===== src/rtl/apb_slave_mem.sv =====
// APB slave register memory with byte strobes, fixed wait states
// and PSLVERR on misaligned or out-of-range word accesses.
module apb_slave_mem #(
    parameter int DATA_WIDTH  = 32,
    parameter int ADDR_WIDTH  = 32,
    parameter int MEM_DEPTH   = 16,
    parameter int WAIT_CYCLES = 0
) (
    input  logic                    PCLK,
    input  logic                    PRESET,
    input  logic                    PSEL,
    input  logic                    PENABLE,
    input  logic                    PWRITE,
    input  logic [ADDR_WIDTH-1:0]   PADDR,
    input  logic [DATA_WIDTH-1:0]   PWDATA,
    input  logic [DATA_WIDTH/8-1:0] PSTRB,
    output logic [DATA_WIDTH-1:0]   PRDATA,
    output logic                    PREADY,
    output logic                    PSLVERR
);

    localparam int NB = DATA_WIDTH / 8;
    localparam int IW = $clog2(MEM_DEPTH);

    typedef enum logic [2:0] {
        IDLE   = 3'b001,
        SETUP  = 3'b010,
        ACCESS = 3'b100
    } state_t;

    state_t                state, state_nxt;
    logic [3:0]            cnt, cnt_nxt;
    logic                  take;
    logic                  active;
    logic                  err;
    logic                  wr_en;
    logic [IW-1:0]         widx;

    logic [ADDR_WIDTH-1:0] addr_q;
    logic                  wr_q;
    logic [DATA_WIDTH-1:0] wdata_q;
    logic [NB-1:0]         strb_q;

    logic [DATA_WIDTH-1:0] mem [MEM_DEPTH];

    assign active = PSEL & PENABLE;
    assign widx   = addr_q[IW+1:2];
    // Depth is a power of two, so any set bit above the index is out of range.
    assign err    = (|addr_q[1:0]) | (|addr_q[ADDR_WIDTH-1:IW+2]);
    assign wr_en  = PREADY & wr_q & ~err;

    always_comb begin
        state_nxt = state;
        cnt_nxt   = cnt;
        take      = 1'b0;
        PREADY    = 1'b0;
        case (state)
            IDLE: begin
                if (PSEL && !PENABLE) begin
                    take      = 1'b1;
                    cnt_nxt   = 4'(WAIT_CYCLES);
                    state_nxt = SETUP;
                end
            end
            SETUP, ACCESS: begin
                if (!active) begin
                    state_nxt = IDLE;
                end else if (cnt == 4'd0) begin
                    PREADY    = 1'b1;
                    state_nxt = IDLE;
                end else begin
                    cnt_nxt   = cnt - 4'd1;
                    state_nxt = ACCESS;
                end
            end
            default: state_nxt = IDLE;
        endcase
    end

    always_comb begin
        PRDATA  = '0;
        PSLVERR = 1'b0;
        if (PREADY) begin
            PSLVERR = err;
            if (!wr_q && !err) PRDATA = mem[widx];
        end
    end

    always_ff @(posedge PCLK) begin
        if (PRESET) begin
            state   <= IDLE;
            cnt     <= 4'd0;
            addr_q  <= '0;
            wr_q    <= 1'b0;
            wdata_q <= '0;
            strb_q  <= '0;
        end else begin
            state <= state_nxt;
            cnt   <= cnt_nxt;
            if (take) begin
                addr_q  <= PADDR;
                wr_q    <= PWRITE;
                wdata_q <= PWDATA;
                strb_q  <= PSTRB;
            end
        end
    end

    always_ff @(posedge PCLK) begin
        if (PRESET) begin
            for (int w = 0; w < MEM_DEPTH; w++) mem[w] <= '0;
        end else if (wr_en) begin
            for (int i = 0; i < NB; i++) begin
                if (strb_q[i]) mem[widx][8*i +: 8] <= wdata_q[8*i +: 8];
            end
        end
    end

endmodule


===== config.mk =====
export PLATFORM = sky130hd
export DESIGN_NAME = apb_slave_mem
export DESIGN_NICKNAME = d
export VERILOG_FILES = /design/src/rtl/apb_slave_mem.sv
export SDC_FILE = /design/constraint.sdc
export NUM_CORES = 1
export LEC_CHECK = 0
export BUFFER_PORTS_ARGS = -buffer_cell sky130_fd_sc_hd__buf_2
export CAP_MARGIN = 0
export CORE_ASPECT_RATIO = 1.1
export CORE_MARGIN = 2
export CORE_UTILIZATION = 40
export CTS_CLUSTER_SIZE = 10
export DETAILED_ROUTE_END_ITERATION = 12
export HOLD_SLACK_MARGIN = 0.1
export PLACE_DENSITY = 0.66
export SETUP_SLACK_MARGIN = 0.2
export SYNTH_ARGS = -nofsm -noshare
export SYNTH_HDL_FRONTEND = slang
export SYNTH_SLANG_ARGS = --single-unit

===== constraint.sdc =====
create_clock -name PCLK -period 4.6 [get_ports PCLK]
set_clock_uncertainty 0.2 [all_clocks]
set_input_delay 0.23 -clock PCLK [delete_from_list [all_inputs] [get_ports PCLK]]
set_output_delay 0.23 -clock PCLK [all_outputs]
set_load 0.03 [all_outputs]

==> key figures <==
Logic synthesis
  – Synth Area per Inst: 13.4 um2
  – Top_reg_cell synth: edfxtp_1
  – Area leader, netlist: edfxtp_1
  – Post-synth ARST share: 0
  – Syn Nets: 2103
  – Top cell type's share of synthesized area: 0.564
  – Yosys cell types: 40
  – Count leader, synth: edfxtp_1
  – Seq cells post-synth: 592
  – Post-synth EDFFs: 512
  – Commonest cells in the netlist: 512 x edfxtp_1, 329 x nor3_1, 255 x nand2_1, 201 x nor3_2, 128 x mux4_2
  – Sequential share of the synthesized area: 0.623
  – Yosys warning count: 0
  – Leading post-synthesis cells by cell area: edfxtp_1 56%, mux4_2 11%, nor3_2 7.4%
  – Synth Instances: 2028
  – Cell Area, Synth: 27200 um2

Setup path
  – Crit path kind: reg2out
  – Crit path capture type: primary output
  – FF-to-FF setup slack: 1.35 ns
  – Critical R2R Capture: mem[11][15]$_SDFFCE_PN0P_
  – Cell Chain, Critical Path: buf_4 > mux4_2 > a22oi_1 > a21oi_1 > buf_2
  – CP required: 4.17 ns
  – Crit path DAT: 3.22 ns
  – Crit Reg-Reg Startpoint: addr_q[5]$_SDFFE_PP0P_
  – CP max-delay cell: dfxtp_4
  – Critical path startpoint category: flop
  – CP Capture Point: PRDATA[14]
  – Max incr delay on CP: 0.64 ns
  – R2R depth: 4
  – Crit Path Max Fanout: 27

Route
  – DRC Markers: 0
  – Routed Antenna Nets: 0
  – Via count: 18200
  – WL final: 75600 um
  – Pre-Repair DR Iteration Count: 7
  – Routed vias/inst: 5.92
  – Initial drt markers: 2105
  – Routed len/inst: 24.7 um

Layout
  – Multi-input gate area: 9230 um2
  – Cell Count, Final, Fillers Out: 3067
  – Layout cells sized above 1: 0.286
  – Syn-to-layout area delta: 15.6%
  – Nets: 2238
  – Ant diodes: 0
  – Storage element area: 17000 um2
  – FILL cells: 5929
  – Fin area: 31500 um2

STA
  – Minimum clock period: 3.65 ns
  – Hold Violations, Final: 0
  – Max frequency: 274 MHz
  – Worst Tran Pin Value: 1.28 ns
  – Final period util: 0.793
  – RSZ-0062 raised after global routing: no
  – Normalized max-slew margin: 0.143
  – Final WS setup: 0.953 ns
  – Setup TNS: 0 ns
  – Final Max Tran Viols: 0
  – Hold slack: 0.198 ns
  – # setup viols final: 0

CTS
  – Number of buffers created by CTS: 69
  – Post-CTS Setup Bufs: 0
  – Sink Count: 592
  – Cts hold-fix bufs: 91
  – Clock Latency Late Sink: 0.62 ns
  – Root Driver: clkbuf_16
  – Worst-case clock buffer depth: 3
  – Clock slew at reported path FFs: 0.06 ns
  – H-tree depth: 3
  – Post-CTS sizing: 0
  – Clock tree from TritonCTS: done

Floorplan
  – Die Width: 253 um
  – Die Area: 70200 um2
  – Site Rows: 100
  – Die height: 278 um
  – Initial core utilization: 0.403
  – Core area: 67600 um2
  – Num ports: 107

Global routing
  – Grt met3 use: 0.0384
  – Initial antenna violation count: 1
  – GRT overflow: 0
  – M2 GR Usage: 0.358
  – Gr busiest metal: met2
  – Met1 Use GR: 0.275
  – Number of global-route vias before repair: 18400
  – Global-route wire length before repair: 114000 um
  – Pin count of the biggest net entering global routing: 224
  – GRT Util Overall: 0.217

Hold path
  – Min-delay src: PADDR[21]
  – Hold crit path type: in2reg

Run status
  – Status: completed

Placement
  – I/O Buffers: 106
  – Detailed placer's ending HPWL: 47300 um
  – Placed Instance Area: 28600 um2
  – Pre-CTS setup slack: 1.42 ns
  – Placed cell count: 2868
  – Routability cong.: 0.811

Flow run
  – Max-cap violations: 0

Pwr
  – Pleak: 9.66 nW
  – Power Density: 375 nW/um2
  – Peak supply drop: 0.240 mV
-- through the flow --
step	util	total power, W
floorplan	-	0.00657
global placement	0.423	0.00685
detailed placement	0.423	0.00687
CTS	0.466	0.0119
global route	0.466	0.0121
finish	0.466	0.0118
-- how the worst min path moves through the flow --
stage,endpoint,slack [ns],cells past startpoint
after floorplan,addr_q[0]$_SDFFE_PP0P_,0.17,2
after global placement,addr_q[8]$_SDFFE_PP0P_,0.24,2
after detailed placement,addr_q[10]$_SDFFE_PP0P_,0.25,2
after CTS,addr_q[7]$_SDFFE_PP0P_,0.17,4
after global routing,addr_q[24]$_SDFFE_PP0P_,0.22,4
final,addr_q[21]$_SDFFE_PP0P_,0.20,4
-- layer usage --
| layer | vias up | wire [um] |
|---|---|---|
| li1 | 7991 | - |
| met1 | 9170 | 28700 |
| met2 | 831 | 37400 |
| met3 | 165 | 6050 |
| met4 | 0 | 3440 |
| met5 | - | 0 |
-- cell families after synthesis --
family,after synthesis,share of synthesized area
AND/OR/NAND/NOR,849,0.183
flip-flops,592,0.623
buffers and inverters,232,0.0399
AO/OA/AOI/OAI,223,0.0467
multiplexers,129,0.106
adder cells (fa/ha/maj),2,0.000918
XOR/XNOR,1,0.000322
-- layout make-up --
class / instances / share of cell area
clock buffers: 103 / 0.0602
clock inverters: 5 / 0.00254
flip-flops and latches: 592 / 0.539
multi-input cells: 1204 / 0.293
well taps: 867 / 0.0344
inverters: 5 / 0.000596
repair buffers: 291 / 0.0698
-- power breakdown --
group	switching [W]	total (W)	leakage (nW)	internal, W
clock network	0.00210	0.00499	0.950	0.00289
registers	0.0000788	0.00607	5.95	0.00600
logic	0.000439	0.000746	2.76	0.000307
-- critical path: cells and delay by family (launching register included) --
kind,cells,cell delay [ns]
buf+inv,2,0.80
mux,1,0.57
compound gates,2,0.56
flops,1,0.64
-- registers in the layout, summed over array words and instances (netlist names), named ones only --
signal and flops:
mem 512, wdata_q 32, strb_q 4, cnt 4, wr_q 1, addr_q 32
state 3
-- layout by cell type, fill, tap and decap left out, drive strengths merged --
| cell type | synthesis | layout |
|---|---|---|
| a22oi | 40 | 40 |
| a2111oi | 1 | 1 |
| buf | 102 | 200 |
| ha | 2 | 2 |
| nand3b | 1 | 1 |
| nand2 | 255 | 255 |
| nor2 | 26 | 26 |
| nand2b | 6 | 6 |
| nor4 | 4 | 4 |
| o21ai | 62 | 62 |
| nand4 | 2 | 2 |
| edfxtp | 512 | 512 |
| or3b | 1 | 1 |
| nand3 | 2 | 2 |
| or2 | 1 | 1 |
| mux4 | 128 | 128 |
| dfxtp | 80 | 80 |
| o31ai | 3 | 3 |
| a21oi | 89 | 89 |
| bufinv | 0 | 1 |
| o2111ai | 2 | 2 |
| inv | 4 | 6 |
| clkinv | 1 | 3 |
| nor2b | 6 | 6 |
| mux2i | 1 | 1 |
| o22ai | 24 | 24 |
| or4 | 4 | 4 |
| and3 | 3 | 3 |
| nor3b | 3 | 3 |
| a31oi | 1 | 1 |
| xnor2 | 1 | 1 |
| nor3 | 530 | 530 |
| or3 | 1 | 1 |
| clkbuf | 125 | 103 |
| dlygate4sd3 | 0 | 91 |
| a2111o | 1 | 1 |
| and2 | 4 | 4 |
No activity file was read; power rests on OpenSTA's default activity.
